--- config.mk ---
export PLATFORM = sky130hd
export DESIGN_NAME = seg7_display_driver
export DESIGN_NICKNAME = d
export VERILOG_FILES = /design/src/rtl/seg7_display_driver.sv
export SDC_FILE = /design/constraint.sdc
export NUM_CORES = 1
export LEC_CHECK = 0
export CAP_MARGIN = 20
export CORE_MARGIN = 4
export CORE_UTILIZATION = 50
export DETAILED_ROUTE_END_ITERATION = 6
export GPL_TIMING_DRIVEN = 0
export MAX_ROUTING_LAYER = met4
export PLACE_DENSITY = 0.65
export SLEW_MARGIN = 20
export SYNTH_ARGS = -nofsm -noshare
export SYNTH_HDL_FRONTEND = slang
export SYNTH_SLANG_ARGS = --single-unit
--- constraint.sdc ---
create_clock -name clk -period 3.25 [get_ports clk]
set_clock_uncertainty 0.15 [all_clocks]
set_input_delay 0.65 -clock clk [delete_from_list [all_inputs] [get_ports clk]]
set_output_delay 0.65 -clock clk [all_outputs]
set_load 0.05 [all_outputs]
--- src/rtl/seg7_display_driver.sv ---
// -----------------------------------------------------------------------------
// seg7_display_driver
//
// Output stage of the calculator. A signed result from the arithmetic core is
// sampled on value_valid, converted to sign + BCD by an iterative shift-add-3
// (double-dabble) engine, and committed as four segment codes that are
// time-multiplexed onto a 4-digit common-anode 7-segment display.
//
// Parameters
//   VALUE_WIDTH    width of the signed (two's complement) input value
//   REFRESH_CYCLES clk cycles each digit stays lit (>= 2)
//   POINT_DIGIT    digit index (0 = rightmost) whose DP lights when point is set
//
// Ports
//   clk         in   system clock
//   rst_n       in   synchronous active-low reset
//   value       in   signed result to display
//   value_valid in   one-cycle strobe, samples value/error/point
//   error       in   show the "E" glyph instead of the value
//   point       in   light DP on digit POINT_DIGIT (value is result x100)
//   busy        out  conversion in progress
//   anodes      out  active-low digit enables, bit0 = rightmost digit
//   segments    out  active-low {dp,g,f,e,d,c,b,a}
// -----------------------------------------------------------------------------
module seg7_display_driver #(
   parameter int VALUE_WIDTH    = 16,
   parameter int REFRESH_CYCLES = 50000,
   parameter int POINT_DIGIT    = 2
) (
   input  logic                          clk,
   input  logic                          rst_n,
   input  logic signed [VALUE_WIDTH-1:0] value,
   input  logic                          value_valid,
   input  logic                          error,
   input  logic                          point,
   output logic                          busy,
   output logic [3:0]                    anodes,
   output logic [7:0]                    segments
);

   // Enough BCD digits to hold |value| for any width (log10(2) ~ 0.301),
   // never fewer than the four digits the display needs.
   localparam int BCD_RAW    = (VALUE_WIDTH * 301) / 1000 + 1;
   localparam int BCD_DIGITS = (BCD_RAW < 4) ? 4 : BCD_RAW;
   localparam int BCD_W      = 4 * BCD_DIGITS;
   localparam int ITER_W     = (VALUE_WIDTH > 1) ? $clog2(VALUE_WIDTH) : 1;
   localparam int CNT_W      = $clog2(REFRESH_CYCLES);

   localparam logic [7:0] GLYPH_ZERO  = 8'hC0;
   localparam logic [7:0] GLYPH_MINUS = 8'hBF;
   localparam logic [7:0] GLYPH_E     = 8'h86;

   typedef enum logic [1:0] {
      S_IDLE,
      S_CONVERT,
      S_COMMIT
   } state_t;

   // ---------------------------------------------------------------------------
   // Helper functions
   // ---------------------------------------------------------------------------

   // Active-low segment pattern for a decimal digit, DP off.
   function automatic logic [7:0] seg_glyph(input logic [3:0] digit);
      logic [7:0] g;
      case (digit)
         4'd0:    g = 8'hC0;
         4'd1:    g = 8'hF9;
         4'd2:    g = 8'hA4;
         4'd3:    g = 8'hB0;
         4'd4:    g = 8'h99;
         4'd5:    g = 8'h92;
         4'd6:    g = 8'h82;
         4'd7:    g = 8'hF8;
         4'd8:    g = 8'h80;
         4'd9:    g = 8'h90;
         default: g = 8'hFF;
      endcase
      return g;
   endfunction

   // One double-dabble iteration: correct every nibble >= 5 by +3, then shift
   // the combined {bcd, magnitude} register left by one bit.
   function automatic logic [BCD_W+VALUE_WIDTH-1:0] dabble_step(
      input logic [BCD_W-1:0]       bcd,
      input logic [VALUE_WIDTH-1:0] mag
   );
      logic [BCD_W-1:0] adj;
      adj = bcd;
      for (int i = 0; i < BCD_DIGITS; i++) begin
         if (adj[4*i +: 4] >= 4'd5) begin
            adj[4*i +: 4] = adj[4*i +: 4] + 4'd3;
         end
      end
      return {adj, mag} << 1;
   endfunction

   // ---------------------------------------------------------------------------
   // Registers
   // ---------------------------------------------------------------------------
   state_t                   state;
   logic [ITER_W-1:0]        iter_cnt;
   logic [BCD_W-1:0]         bcd_q;
   logic [VALUE_WIDTH-1:0]   mag_q;
   logic                     err_q;
   logic                     oor_q;
   logic                     neg_q;
   logic                     point_q;
   logic [3:0][7:0]          disp_q;
   logic [CNT_W-1:0]         refresh_cnt;
   logic [1:0]               scan_idx;

   // ---------------------------------------------------------------------------
   // Sample-side decode
   // ---------------------------------------------------------------------------
   logic signed [31:0]       value_ext;
   logic                     oor_in;
   logic [VALUE_WIDTH-1:0]   mag_in;

   assign value_ext = 32'(value);
   // Four digits can show 0..9999, or a minus sign plus 0..999.
   assign oor_in    = (value_ext > 32'sd9999) || (value_ext < -32'sd999);
   // The most-negative value negates to itself, which as an unsigned
   // magnitude is still correct (and is flagged out of range anyway).
   assign mag_in    = value[VALUE_WIDTH-1] ? (~value + VALUE_WIDTH'(1)) : value;

   // ---------------------------------------------------------------------------
   // Commit codes built from the finished BCD accumulator
   // ---------------------------------------------------------------------------
   logic [3:0][7:0] commit_codes;

   always_comb begin
      commit_codes = {4{GLYPH_ZERO}};
      if (err_q || oor_q) begin
         commit_codes[0] = GLYPH_E;
      end else begin
         commit_codes[0] = seg_glyph(bcd_q[3:0]);
         commit_codes[1] = seg_glyph(bcd_q[7:4]);
         commit_codes[2] = seg_glyph(bcd_q[11:8]);
         commit_codes[3] = neg_q ? GLYPH_MINUS : seg_glyph(bcd_q[15:12]);
         if (point_q) begin
            commit_codes[POINT_DIGIT][7] = 1'b0;
         end
      end
   end

   // A new sample arriving in the COMMIT cycle wins: the stale result is
   // dropped rather than briefly shown.
   logic            do_commit;
   logic [3:0][7:0] disp_next;
   logic            refresh_tc;
   logic [1:0]      scan_next;

   assign do_commit  = (state == S_COMMIT) && !value_valid;
   assign disp_next  = do_commit ? commit_codes : disp_q;
   assign refresh_tc = (refresh_cnt == CNT_W'(REFRESH_CYCLES - 1));
   assign scan_next  = refresh_tc ? (scan_idx + 2'd1) : scan_idx;

   // ---------------------------------------------------------------------------
   // Control, display and scan registers
   // ---------------------------------------------------------------------------
   // anodes and segments are both loaded from next-state values so they move
   // on the same edge; a commit shows up on the lit digit immediately.
   always_ff @(posedge clk) begin
      if (!rst_n) begin
         state       <= S_IDLE;
         busy        <= 1'b0;
         iter_cnt    <= '0;
         disp_q      <= {4{GLYPH_ZERO}};
         refresh_cnt <= '0;
         scan_idx    <= 2'd0;
         anodes      <= 4'b1110;
         segments    <= GLYPH_ZERO;
      end else begin
         refresh_cnt <= refresh_tc ? '0 : refresh_cnt + CNT_W'(1);
         scan_idx    <= scan_next;
         disp_q      <= disp_next;
         anodes      <= ~(4'b0001 << scan_next);
         segments    <= disp_next[scan_next];

         if (value_valid) begin
            // Start (or restart) a conversion with the latest sample.
            state    <= S_CONVERT;
            iter_cnt <= '0;
            busy     <= 1'b1;
         end else begin
            case (state)
               S_CONVERT: begin
                  iter_cnt <= iter_cnt + ITER_W'(1);
                  if (iter_cnt == ITER_W'(VALUE_WIDTH - 1)) begin
                     state <= S_COMMIT;
                  end
               end
               S_COMMIT: begin
                  state <= S_IDLE;
                  busy  <= 1'b0;
               end
               default: begin
                  state <= S_IDLE;
                  busy  <= 1'b0;
               end
            endcase
         end
      end
   end

   // ---------------------------------------------------------------------------
   // Conversion datapath (no reset: only read after a sample has loaded it)
   // ---------------------------------------------------------------------------
   always_ff @(posedge clk) begin
      if (value_valid) begin
         mag_q   <= mag_in;
         bcd_q   <= '0;
         err_q   <= error;
         oor_q   <= oor_in;
         neg_q   <= value[VALUE_WIDTH-1];
         point_q <= point;
      end else if (state == S_CONVERT) begin
         {bcd_q, mag_q} <= dabble_step(bcd_q, mag_q);
      end
   end

endmodule

# Word level (Yosys, flattened, before mapping)
# Memories as Yosys holds them, arrays and structs flattened. A register that Yosys moved wholly into a read port is not among the register bits.
# Index checks and enable logic that the tools add are counted.
# totals
ff_bits,109
latch_bits,0
ramBits,0
rom_bits,448
in_bits,21
output_inout_bits,13
memories,4
# classes
n_addsub,9
multipliers,0
div_mod_pow,0
order_cmp,8
eq_ne,6
n_shift,1
mux,29
bitwise,4
n_reduce_logical,8
# mem_list
memory,depth,word_bits,rd,rd_clocked_by_memory_dff,write_ports,line,text
(no name shown),16,7,1,1,0,66,case (digit)
(no name shown),16,7,1,1,0,66,
(no name shown),16,7,1,1,0,66,
(no name shown),16,7,1,1,0,66,
# op_table
op,count
16-bit 2-to-1 mux,3
4-bit 2-to-1 mux,12
32-bit 2-to-1 mux,1
24-bit 2-to-1 mux,1
8-bit 2-to-1 mux,3
4-bit by 3-bit >= comparator with 1-bit output (second input constant),5
16-bit by 1-bit adder with 16-bit output (second input constant),1
16-bit by 2-bit adder with 16-bit output (second input constant),1
4-bit by 2-bit adder with 4-bit output (second input constant),4
8-bit binary-select mux with 2-bit select,1
16-bit equality test (second input constant),1
16-bit by 15-bit greater-than comparator with 1-bit output (second input constant),1
16-bit by 11-bit less-than comparator with 1-bit output (second input constant),1
16-bit NOT,1
1-bit 2-to-1 mux,6
4-bit by 1-bit adder with 4-bit output (second input constant),1
4-bit equality test (second input constant),1
4-bit NOT,1
2-bit OR reduction,2
1-bit by 2-bit << shifter with 4-bit output (first input constant),1
3-bit by 2-bit adder with 3-bit output (second input constant),1
2-bit by 3-bit less-than comparator with 1-bit output (second input constant),1
3-bit 2-to-1 mux,1
3-bit inequality test (second input constant),1
other kinds (11),13

# Logic depth before layout (Yosys ltp)
# depth
depth_word,5
depth_mapped,11

# Worst setup path before layout
# Ideal clock, no wire load.
# synth_timing
path_type,input to register
startpoint,input port value_valid
endpoint,register with a tool-made name
setup_time_ps,114
arrival_time_ps,2396
t_required_ps,2986
slack_ps,590
path_stages,7
n_path_buf,3
path_cell_list,clkbuf_1 > clkbuf_1 > buf_1 > a31oi_1 > ha_1 > or3b_2 > a21o_1
# synth_lines
item,line,text
start: declaration,33,"input logic value_valid,"

==> run_results.csv <==
group,metric,value,unit
timing,min_period,3.075,ns
power_and_ir_drop,power.density,528.8,nW/um2
setup_path,worstSetupPathDepth,7,
logic_synthesis,synth_edf_count,20,
logic_synthesis,synth_area,6452,um2
placed_design,placed_cell_area,6998,um2
power_and_ir_drop,leakage,2.982,nW
floorplan,rows,41,
setup_path,critPathCaptureType,"flip-flop",
logic_synthesis,synth-async-reset-ratio,0,%
power_and_ir_drop,p_clk_share,48.6,%
detailed_routing,drc,0,
detailed_routing,wirelength,15.99,mm
final_layout,stdcell_area,7650,um2
final_layout,final_layout_size_suffix_gt1_share,7.547,%
power_and_ir_drop,p_int,3.097,mW
power_and_ir_drop,vdd_drop_max,0.3240,mV
logic_synthesis,synth_nets,783,
clocking,cts_buffer_depth,2,
clocking,hold_buffers,0,
power_and_ir_drop,p_comb_share,7.8,%
power_and_ir_drop,switching_share,23.45,%
final_layout,mostFrequentLayoutCells,"dfxtp_1, nor2_1, a21oi_1",
timing,slew_violations,0,
logic_synthesis,syn_avg_cell_area,8.839,um2
timing,tightest_slew,1.058,ns
setup_path,start_kind,"flip-flop",
clocking,cts-root-buf,"clkbuf_16",
clocking,clkSinkCount,133,
setup_path,worstRegToRegCells,7,
detailed_routing,ant_nets,0,
global_route,grtUsageTotal,23.02,%
placed_design,gp_congestion,0.9189,
setup_path,arrival,3.23,ns
global_route,antenna_found_initial,0,
logic_synthesis,ys_seq_area_share,44.37,%
setup_path,crit-reg2reg-launch,"state[0]",
timing,finalSetupViolations,0,
global_route,first_global_vias,5289,
detailed_routing,wire_per_inst,16.53,um
logic_synthesis,synth-seq-cells,133,
global_route,grt_start_max_net_pins,17,
timing,fmax,325.2,MHz
floorplan,die_x,121.6,um
logic_synthesis,yosys-top-cells-area,"dfxtp_1, edfxtp_1, ha_1",
timing,slew_headroom,29.49,%
placed_design,port_buffers,33,
floorplan,die_h,121.6,um
setup_path,critPathRequiredTime,3.40,ns
power_and_ir_drop,power_frac_seq,43.6,%
clocking,cts_tree,"built",
logic_synthesis,syn_inst,730,
setup_path,cp-startpoint,"state[0]",
power_and_ir_drop,p_total,4.045,mW
final_layout,n_antenna_cell,0,
global_route,grt_overflow,0,
hold_path,hp-class,"reg -> reg",
setup_path,crit_family,"compound AO/OA/AOI/OAI gates",
floorplan,io_pins,34,
timing,fin_ws,0.1748,ns
setup_path,worstPathMaxFanout,10,
floorplan,fp.dieArea,14790,um2
setup_path,crit_buf_inv,3,
clocking,cts_resized,3,
detailed_routing,drt_iter0_drc,394,
clocking,clkSlewWorstSetupHoldPaths,0.06,ns
run_status,status,"finished clean",
logic_synthesis,synth_top_area_share,35.06,%
setup_path,cp_common_cell,"o21ai_0",
clocking,worstSkewPairLatency,0.42,ns
run,maxCapViolations,0,
final_layout,nets,835,
logic_synthesis,dominantRegCellSynth,"dfxtp_1",
power_and_ir_drop,power_switching,948.4,uW
detailed_routing,routed_via_density,5.619,
setup_path,worstSetupPathType,"reg -> reg",
global_route,grt_pass1_wl,26.04,mm
clocking,post_cts_buffers,0,
floorplan,start_util,51.13,%
clocking,htreeDepth,4,
setup_path,path_cells,"nor2b_1 -> buf_2 -> buf_1 -> o21ai_0 -> a311oi_2 -> inv_1 -> o21ai_0",
clocking,numCtsBuffers,17,
timing,hold_violations,0,
timing,period_share,94.62,%
detailed_routing,dr_total_vias,5434,
setup_path,max_stage_delay,0.54,ns
final_layout,layout_commonest_cell,"dfxtp_1",
setup_path,r2r_setup_slack,0.17,ns
final_layout,area_growth,18.56,%
placed_design,dp_hpwl,11.59,mm
logic_synthesis,ys_types,57,
setup_path,cp_slowest_cell,"dfxtp_1",
floorplan,core-area,12620,um2
placed_design,dp_slack,-0.7922,ns
logic_synthesis,yosys.area.top_type,"dfxtp_1",
logic_synthesis,yosysWarnings,0,
detailed_routing,dr.pass1.iters,5,
[final cells by class]
type	instances	area, um2
fill	1124	4970
multi-input combinational	527	3344
sequential	133	2863
clock buffer	22	495.5
timing repair buffer	33	330.3
tap	172	215.2
buffer	38	163.9
inverter	32	120.1
clock inverter	10	117.6
[power by group through the flow]
stage	Sequential [mW]	Clock [mW]	Combinational [mW]
final	1.76	1.96	0.316
after global routing	1.77	2.07	0.351
after CTS	1.76	1.99	0.309
after floorplan	1.79	0	0.199
after detailed placement	1.80	0	0.305
after global placement	1.80	0	0.297
[cell families after synthesis]
logic type,share of synthesized area [%]
adders and majority gates,6.205
muxes,0.4654
buffers and inverters,4.285
AOI/OAI and AO/OA,18.29
xor gates and xnor gates,4.479
DFF,44.37
and+or+nand+nor,21.91
[worst min-delay path by stage]
stage / from / end / slack [ns] / cells after the start
2_1_floorplan: disp_q[31] / disp_q[31] / 0.27 / 1
3_3_place_gp: disp_q[31] / disp_q[31] / 0.28 / 1
3_5_place_dp: refresh_cnt[0] / refresh_cnt[0] / 0.30 / 1
4_1_cts: disp_q[31] / disp_q[31] / 0.32 / 1
5_1_grt: disp_q[31] / disp_q[31] / 0.32 / 1
6_report: disp_q[31] / disp_q[31] / 0.31 / 1
[through the flow]
stage                     std cells  hold slack (ns)  utilization [%]  setup TNS [ns]
after floorplan                 730           0.2672                -               0
after global placement          935           0.2794            55.45          -30.61
after CTS                       967           0.3167            60.34               0
after global routing            967           0.3181            60.62       -0.008071
final                           967           0.3119            60.62               0
after detailed placement        935           0.3031            55.45          -31.12
[cells in the mapped netlist, drive strengths merged (4+ instances only)]
cell type  count
a211oi        13
o31ai          5
nand2b        12
nor2b         30
nor3b          9
and3          21
nand2         39
a211o          8
and2           4
nor3          16
ha            32
buf            8
or2            8
a21oi         68
dfxtp        113
edfxtp        20
clkbuf        30
a21o           8
or3            9
a221o          6
inv           32
xnor2          9
o22ai          7
a31oi          9
nand4          7
xor2          24
nor2          86
o21ai         35
nor4           5
nand3         17
[layer usage]
layer / up-vias / track usage, % / part of all wire [%]
met5: - / - / 0
li1: 2692 / - / -
met2: 127 / 37.96 / 49
met1: 2588 / 28.17 / 46
met3: 27 / 4.271 / 3.6
met4: 0 / 8.754 / 1.7
Power figures use the tool's default switching activity.
